===== config.mk =====
export PLATFORM = sky130hd
export DESIGN_NAME = ddr_model_fifo_sync_flat
export DESIGN_NICKNAME = d
export VERILOG_FILES = /design/src/rtl/ddr_model_fifo_sync_if.sv /design/src/rtl/ddr_model_fifo_sync.sv /design/src/flat_wrapper.sv
export SDC_FILE = /design/constraint.sdc
export NUM_CORES = 2
export LEC_CHECK = 0
export ABC_AREA = 1
export CORE_MARGIN = 3
export CORE_UTILIZATION = 30
export DETAILED_ROUTE_END_ITERATION = 7
export SYNTH_ARGS = -nofsm -noshare
export SYNTH_HDL_FRONTEND = slang
export SYNTH_SLANG_ARGS = --single-unit

===== constraint.sdc =====
create_clock -name clk -period 6.25 [get_ports clk]
set_input_delay 1.25 -clock clk [delete_from_list [all_inputs] [get_ports clk]]
set_output_delay 1.25 -clock clk [all_outputs]
set_load 0.005 [all_outputs]

===== src/rtl/ddr_model_fifo_sync_if.sv =====
// Bus bundle for the DDR3 model read-return FIFO: push side (din/wr_en),
// pop side (rd_en/dout) and the four status flags.
interface ddr_model_fifo_sync_if #(
  parameter int pDATA_WIDTH = 64
);
  logic [pDATA_WIDTH-1:0] din;
  logic                   wr_en;
  logic                   rd_en;
  logic [pDATA_WIDTH-1:0] dout;
  logic                   full;
  logic                   empty;
  logic                   overflow;
  logic                   underflow;

  // master = producer/consumer driving requests; slave = the FIFO itself
  modport master (
    output din, wr_en, rd_en,
    input  dout, full, empty, overflow, underflow
  );

  modport slave (
    input  din, wr_en, rd_en,
    output dout, full, empty, overflow, underflow
  );
endinterface


===== src/rtl/ddr_model_fifo_sync.sv =====
// Single-clock standard-mode FIFO used as the DDR3 model read-return queue.
// Define DDR_FIFO_STICKY_ERR_EN to make overflow/underflow sticky until rst.
module ddr_model_fifo_sync #(
  parameter int pDATA_WIDTH = 64,
  parameter int pDEPTH      = 32
) (
  input  logic                   clk,
  input  logic                   rst,
  ddr_model_fifo_sync_if.slave   bus
);
  localparam int AW = $clog2(pDEPTH);
  localparam logic [AW:0] DEPTH_C = (AW+1)'(pDEPTH);

  // Request semantics: wr_en is accepted on an edge only when full is low,
  // rd_en only when empty is low; a rejected request leaves all state alone
  // and raises its error flag after that edge. dout updates only on an
  // accepted read.
  logic [pDATA_WIDTH-1:0] mem [pDEPTH];

  logic [AW:0]            wr_ptr_q, wr_ptr_d;
  logic [AW:0]            rd_ptr_q, rd_ptr_d;
  logic [AW:0]            count_q, count_d;
  logic [pDATA_WIDTH-1:0] dout_q;
  logic                   full_q, empty_q;
  logic                   ovf_q, unf_q;
  logic                   ovf_d, unf_d;

  logic wr_accept, rd_accept, wr_reject, rd_reject;

  assign wr_accept = bus.wr_en && !full_q;
  assign rd_accept = bus.rd_en && !empty_q;
  assign wr_reject = bus.wr_en && full_q;
  assign rd_reject = bus.rd_en && empty_q;

  always_comb begin
    wr_ptr_d = wr_ptr_q;
    rd_ptr_d = rd_ptr_q;
    count_d  = count_q;
    if (wr_accept) wr_ptr_d = wr_ptr_q + 1'b1;
    if (rd_accept) rd_ptr_d = rd_ptr_q + 1'b1;
    if (wr_accept && !rd_accept)      count_d = count_q + 1'b1;
    else if (rd_accept && !wr_accept) count_d = count_q - 1'b1;
`ifdef DDR_FIFO_STICKY_ERR_EN
    ovf_d = ovf_q | wr_reject;
    unf_d = unf_q | rd_reject;
`else
    ovf_d = wr_reject;
    unf_d = rd_reject;
`endif
  end

  // Storage is intentionally not reset; only pointers/count define validity.
  always_ff @(posedge clk) begin
    if (wr_accept) mem[wr_ptr_q[AW-1:0]] <= bus.din;
  end

  always_ff @(posedge clk or posedge rst) begin
    if (rst) begin
      wr_ptr_q <= '0;
      rd_ptr_q <= '0;
      count_q  <= '0;
      dout_q   <= '0;
      full_q   <= 1'b0;
      empty_q  <= 1'b1;
      ovf_q    <= 1'b0;
      unf_q    <= 1'b0;
    end else begin
      wr_ptr_q <= wr_ptr_d;
      rd_ptr_q <= rd_ptr_d;
      count_q  <= count_d;
      full_q   <= (count_d == DEPTH_C);
      empty_q  <= (count_d == '0);
      ovf_q    <= ovf_d;
      unf_q    <= unf_d;
      if (rd_accept) dout_q <= mem[rd_ptr_q[AW-1:0]];
    end
  end

  assign bus.dout      = dout_q;
  assign bus.full      = full_q;
  assign bus.empty     = empty_q;
  assign bus.overflow  = ovf_q;
  assign bus.underflow = unf_q;
endmodule


===== src/flat_wrapper.sv =====
// flat-port wrapper written by rule: the top's interface ports become plain ports
module ddr_model_fifo_sync_flat 
#(
  parameter int pDATA_WIDTH = 64,
  parameter int pDEPTH      = 32
)
  (clk, rst, bus_din, bus_wr_en, bus_rd_en, bus_dout, bus_full, bus_empty, bus_overflow, bus_underflow);
  ddr_model_fifo_sync_if #(.pDATA_WIDTH(pDATA_WIDTH)) bus_i ();
  input  logic clk;
  input  logic rst;
  input wire logic [$bits(bus_i.din)-1:0] bus_din;
  input wire logic [$bits(bus_i.wr_en)-1:0] bus_wr_en;
  input wire logic [$bits(bus_i.rd_en)-1:0] bus_rd_en;
  output wire logic [$bits(bus_i.dout)-1:0] bus_dout;
  output wire logic [$bits(bus_i.full)-1:0] bus_full;
  output wire logic [$bits(bus_i.empty)-1:0] bus_empty;
  output wire logic [$bits(bus_i.overflow)-1:0] bus_overflow;
  output wire logic [$bits(bus_i.underflow)-1:0] bus_underflow;
  assign bus_i.din = bus_din;
  assign bus_i.wr_en = bus_wr_en;
  assign bus_i.rd_en = bus_rd_en;
  assign bus_dout = bus_i.dout;
  assign bus_full = bus_i.full;
  assign bus_empty = bus_i.empty;
  assign bus_overflow = bus_i.overflow;
  assign bus_underflow = bus_i.underflow;
  ddr_model_fifo_sync #(.pDATA_WIDTH(pDATA_WIDTH), .pDEPTH(pDEPTH)) u_core (.clk(clk), .rst(rst), .bus(bus_i));
endmodule

==> results.md <==
Yosys:
- The post-synthesis sequential area ratio is 72.6%.
- The flip-flop and latch count after synthesis is 2132.
- Sorting the synthesized cells by how often they occur yields 2643 x nand2_1, 2048 x edfxtp_1, 914 x nand3_1, 845 x nor2_1, 496 x inv_1.
- nand2_1 is the most common cell in the netlist.
- The Yosys step of the flow raised 0 warnings.
- In the synthesized netlist, the number of instances is 7910.
- The synthesized netlist contains 24 unique library cells.
- For this run, the leading register cell type out of synthesis is edfxtp_1.
- Ranked by total cell area, the synthesized netlist is headed by edfxtp_1 70%, nand2_1 11%, nand3_1 5.2%.
- The cell type with the highest aggregate area in the netlist is edfxtp_1.
- The mean instance size in the synthesized netlist is 11.1 um2.
- The share of the synthesized area in the top cell type is 70.2%.
- Counting flops with an async set or reset pin after synthesis yields a share of 3.94%.
- When the netlist entered floorplanning its net count stood at 7985.
- The synthesized design contains 2048 enable-type register cells.
- The area of the mapped netlist is 87500 um2.

Clocking:
- The hold buffer count at cts is 0.
- Post-CTS repair changed the size of 0 cells.
- Post-CTS timing repair inserted 0 buffers for setup.
- Counting the buffers created by CTS gives 215.
- The later-pin clock latency in the skew report is 860 ps.
- TritonCTS built the clock tree.
- The clock drives 2132 sinks.
- The maximum level of the CTS H-tree is 4.
- Clock tree synthesis selected as its root buffer the cell clkbuf_16.
- The clock tree buffer depth is 3.
- The clock slew at the register clock pins of the worst setup and hold paths is 60 ps.

Routing:
- Before antenna repair, the detailed router went through 6 iterations.
- The total DRC errors in the routed layout is 0.
- The detailed router placed 57818 vias in this run.
- Dividing the detail-routed wire length by the instance count gives 20.9 um.
- Once detail routing completed, the nets flagged for antenna violations numbered 0.
- For this block, the routed nets add up to 252 mm of wire.
- The number of design-rule violations left by the first detailed-router iteration is 6123.
- The detailed-route vias per instance is 4.79.

Power:
- Dividing total power by cell area gives a power density of 446 nW/um2.
- The maximum vdd drop is 392 uV.
- The analysis attributes to cell leakage a power of 37.5 nW.
- The power consumption is 44.7 mW.

Global routing:
- The number of antenna violations at the first check in global routing came to 24.
- The global routing stage identified its most utilized layer as met2.
- The via count of the first global-routing pass is 55619.
- The met2 track demand over resource in global routing is 26.6%.
- In the global route stage, met3 resource usage came out at 3.29%.
- The total global routing overflow is 0.
- Entering global routing, the biggest net connects 238 pins.
- The aggregate global-route resource usage is 16.4%.
- Global routing used 22.0% of the available met1 tracks.
- The global-route wire length before repair is 371 mm.

Place:
- Detailed placement finished with a half-perimeter wire length of 137 mm.
- The final RePlAce weighted congestion is 0.806.
- The number of buffers inserted by port buffering is 135.
- The number of cells in the design after placement is 11654.

Min path:
- The tightest min-delay check is of the reg2reg type.

Floorplanning:
- The floorplan step set the die width to 546 um.
- The placeable core region is 289000 um2.
- From bottom edge to top edge, the die measures 546 um.
- The initial core utilization is 30.3%.
- Row generation in the floorplan step produced 197 rows.
- The floorplan step defined a die boundary enclosing 298000 um2.
- 136 I/O pins were placed.

Layout:
- The multi-input combinational cells in the finished layout cover a total of 20200 um2.
- Fill cells in the final layout number 28107.
- Compared with the post-synthesis result, the final layout area differs by 14.6%.
- Across the whole layout, storage elements account for 63600 um2.
- The number of nets in the finished design is 8066.
- The share of final-layout standard cells stronger than drive strength 1 is 6.27%.
- After the flow finishes, the layout carries non-filler instances totaling 12068.
- Measured on the finished design, the core utilization comes to 34.7%.

STA:
- Based on the critical path, the design can be clocked at up to 240 MHz.
- Setup violations remaining at the end of the flow were counted as 0.
- The post-layout minimum cycle time is 4160 ps.
- The total count of hold-check failures in the final report is 0.
- For the final routed database, the setup TNS stands at 0 ps.
- The slew at the pin closest to its max-slew limit is 1400 ps.
- The number of max-slew violations in the final report was 0.
- Setup repair after global routing left no endpoint under its margin.
- The worst hold margin is 484 ps.
- After layout, the worst path uses 66.6% of the clock period.
- In this run the tightest slew margin relative to its limit is 6.61%.
- The clock skew after layout is 65.0 ps.

Critical path:
- The type of the worst setup path is in2reg.
- STA puts the critical path data arrival time at 4590 ps.
- The required arrival time at the worst endpoint is 6670 ps.
- The worst setup path is launched from an input pin.
- In this run the worst path has a maximum fanout of 38.
- STA classifies the critical path endpoint as a register.

Run:
- Max-cap violations in this run came to 0.

Status:
- The flow ran to the end, and the final reports show no timing, DRC or antenna violations.
per-layer routing:
layer,up-vias,share of wire [%]
li1,26671,-
met1,28340,42
met2,2379,47
met3,398,8.4
met4,30,3.0
met5,-,0.073
path summary, 6_finish.rpt:
| path | start | endpoint | slack [ps] | depth (start not counted) |
|---|---|---|---|---|
| min in group asynchronous | rst | u_core.count_q[3]$_DFF_PP0_ | 810 | 2 |
| max in group asynchronous | rst | u_core.rd_ptr_q[1]$_DFFE_PP0P_ | 4360 | 3 |
| worst min-delay path | u_core.bus.dout[20]$_DFFE_PP0P_ | u_core.bus.dout[20]$_DFFE_PP0P_ | 480 | 2 |
| worst max-delay path | bus_wr_en | u_core.mem[31][47]$_DFFE_PP_ | 2090 | 8 |
| worst min register to register | u_core.bus.dout[20]$_DFFE_PP0P_ | u_core.bus.dout[20]$_DFFE_PP0P_ | 480 | 2 |
| worst max register to register | u_core.bus.full$_DFF_PP0_ | u_core.mem[31][47]$_DFFE_PP_ | 2660 | 6 |
cell families after synthesis:
logic type | Yosys count | synth area share (%)
flip-flops | 2132 | 72.6
AO/OA/AOI/OAI | 415 | 2.38
buffers and inverters | 938 | 4.56
adder cells (fa/ha/maj) | 7 | 0.100
AND/OR/NAND/NOR | 4408 | 20.2
XOR/XNOR | 10 | 0.100
sequential cells by signal, indices dropped and copies added, names as in the netlist:
register / cells
u_core.bus.dout: 64
u_core.bus.empty: 1
u_core.bus.full: 1
u_core.bus.overflow: 1
u_core.bus.underflow: 1
u_core.count_q: 6
u_core.mem: 2048
u_core.rd_ptr_q: 5
u_core.wr_ptr_q: 5
layout make-up:
class | instances | share of cell area (%)
flip-flops and latches | 2132 | 63.4
clock buffers | 296 | 5.86
multi-input cells | 4840 | 20.2
repair buffers | 303 | 2.84
inverters | 499 | 1.91
diodes | 9 | 0.0225
well taps | 3880 | 4.84
clock inverters | 109 | 0.937
critical path, stage by stage:
cell	delay [ps]
clkdlybuf4s50_1	550
inv_1	70
nor2_2	600
nand2_1	650
nor2_1	390
inv_1	180
nor2_4	120
buf_4	700
layout by cell type, fill, tap and decap left out, types with 7 or more instances in the layout:
cell and n:
clkbuf_16 222, clkdlybuf4s50_1 132, diode_2 9, nand2_1 2641
dfrtp_1 79, nor2_4 33, bufinv_16 10, inv_1 492
clkinv_2 30, nand3_1 914, xor2_1 10, o21ai_0 283
a21oi_1 128, clkinvlp_4 11, nor2_1 813, edfxtp_1 2048
ha_1 7, buf_4 148, clkbuf_1 70, inv_6 9
clkinv_1 41, buf_12 20
stage by stage:
stage / setup WS (ps) / cell area, um2
after floorplan: 1140 / 87500
after global placement: 1320 / 93500
after detailed placement: 1350 / 93500
after CTS: 2220 / 100000
after global routing: 1980 / 100000
final: 2090 / 100000
where the power goes:
group	total, mW	internal, mW	switching (mW)
Clock	12.5	7.00	5.49
Combinational	14.7	4.02	10.7
Sequential	17.5	16.8	0.680
Total	44.7	27.8	16.9
Note: power is estimated with default switching activity, not from simulation.
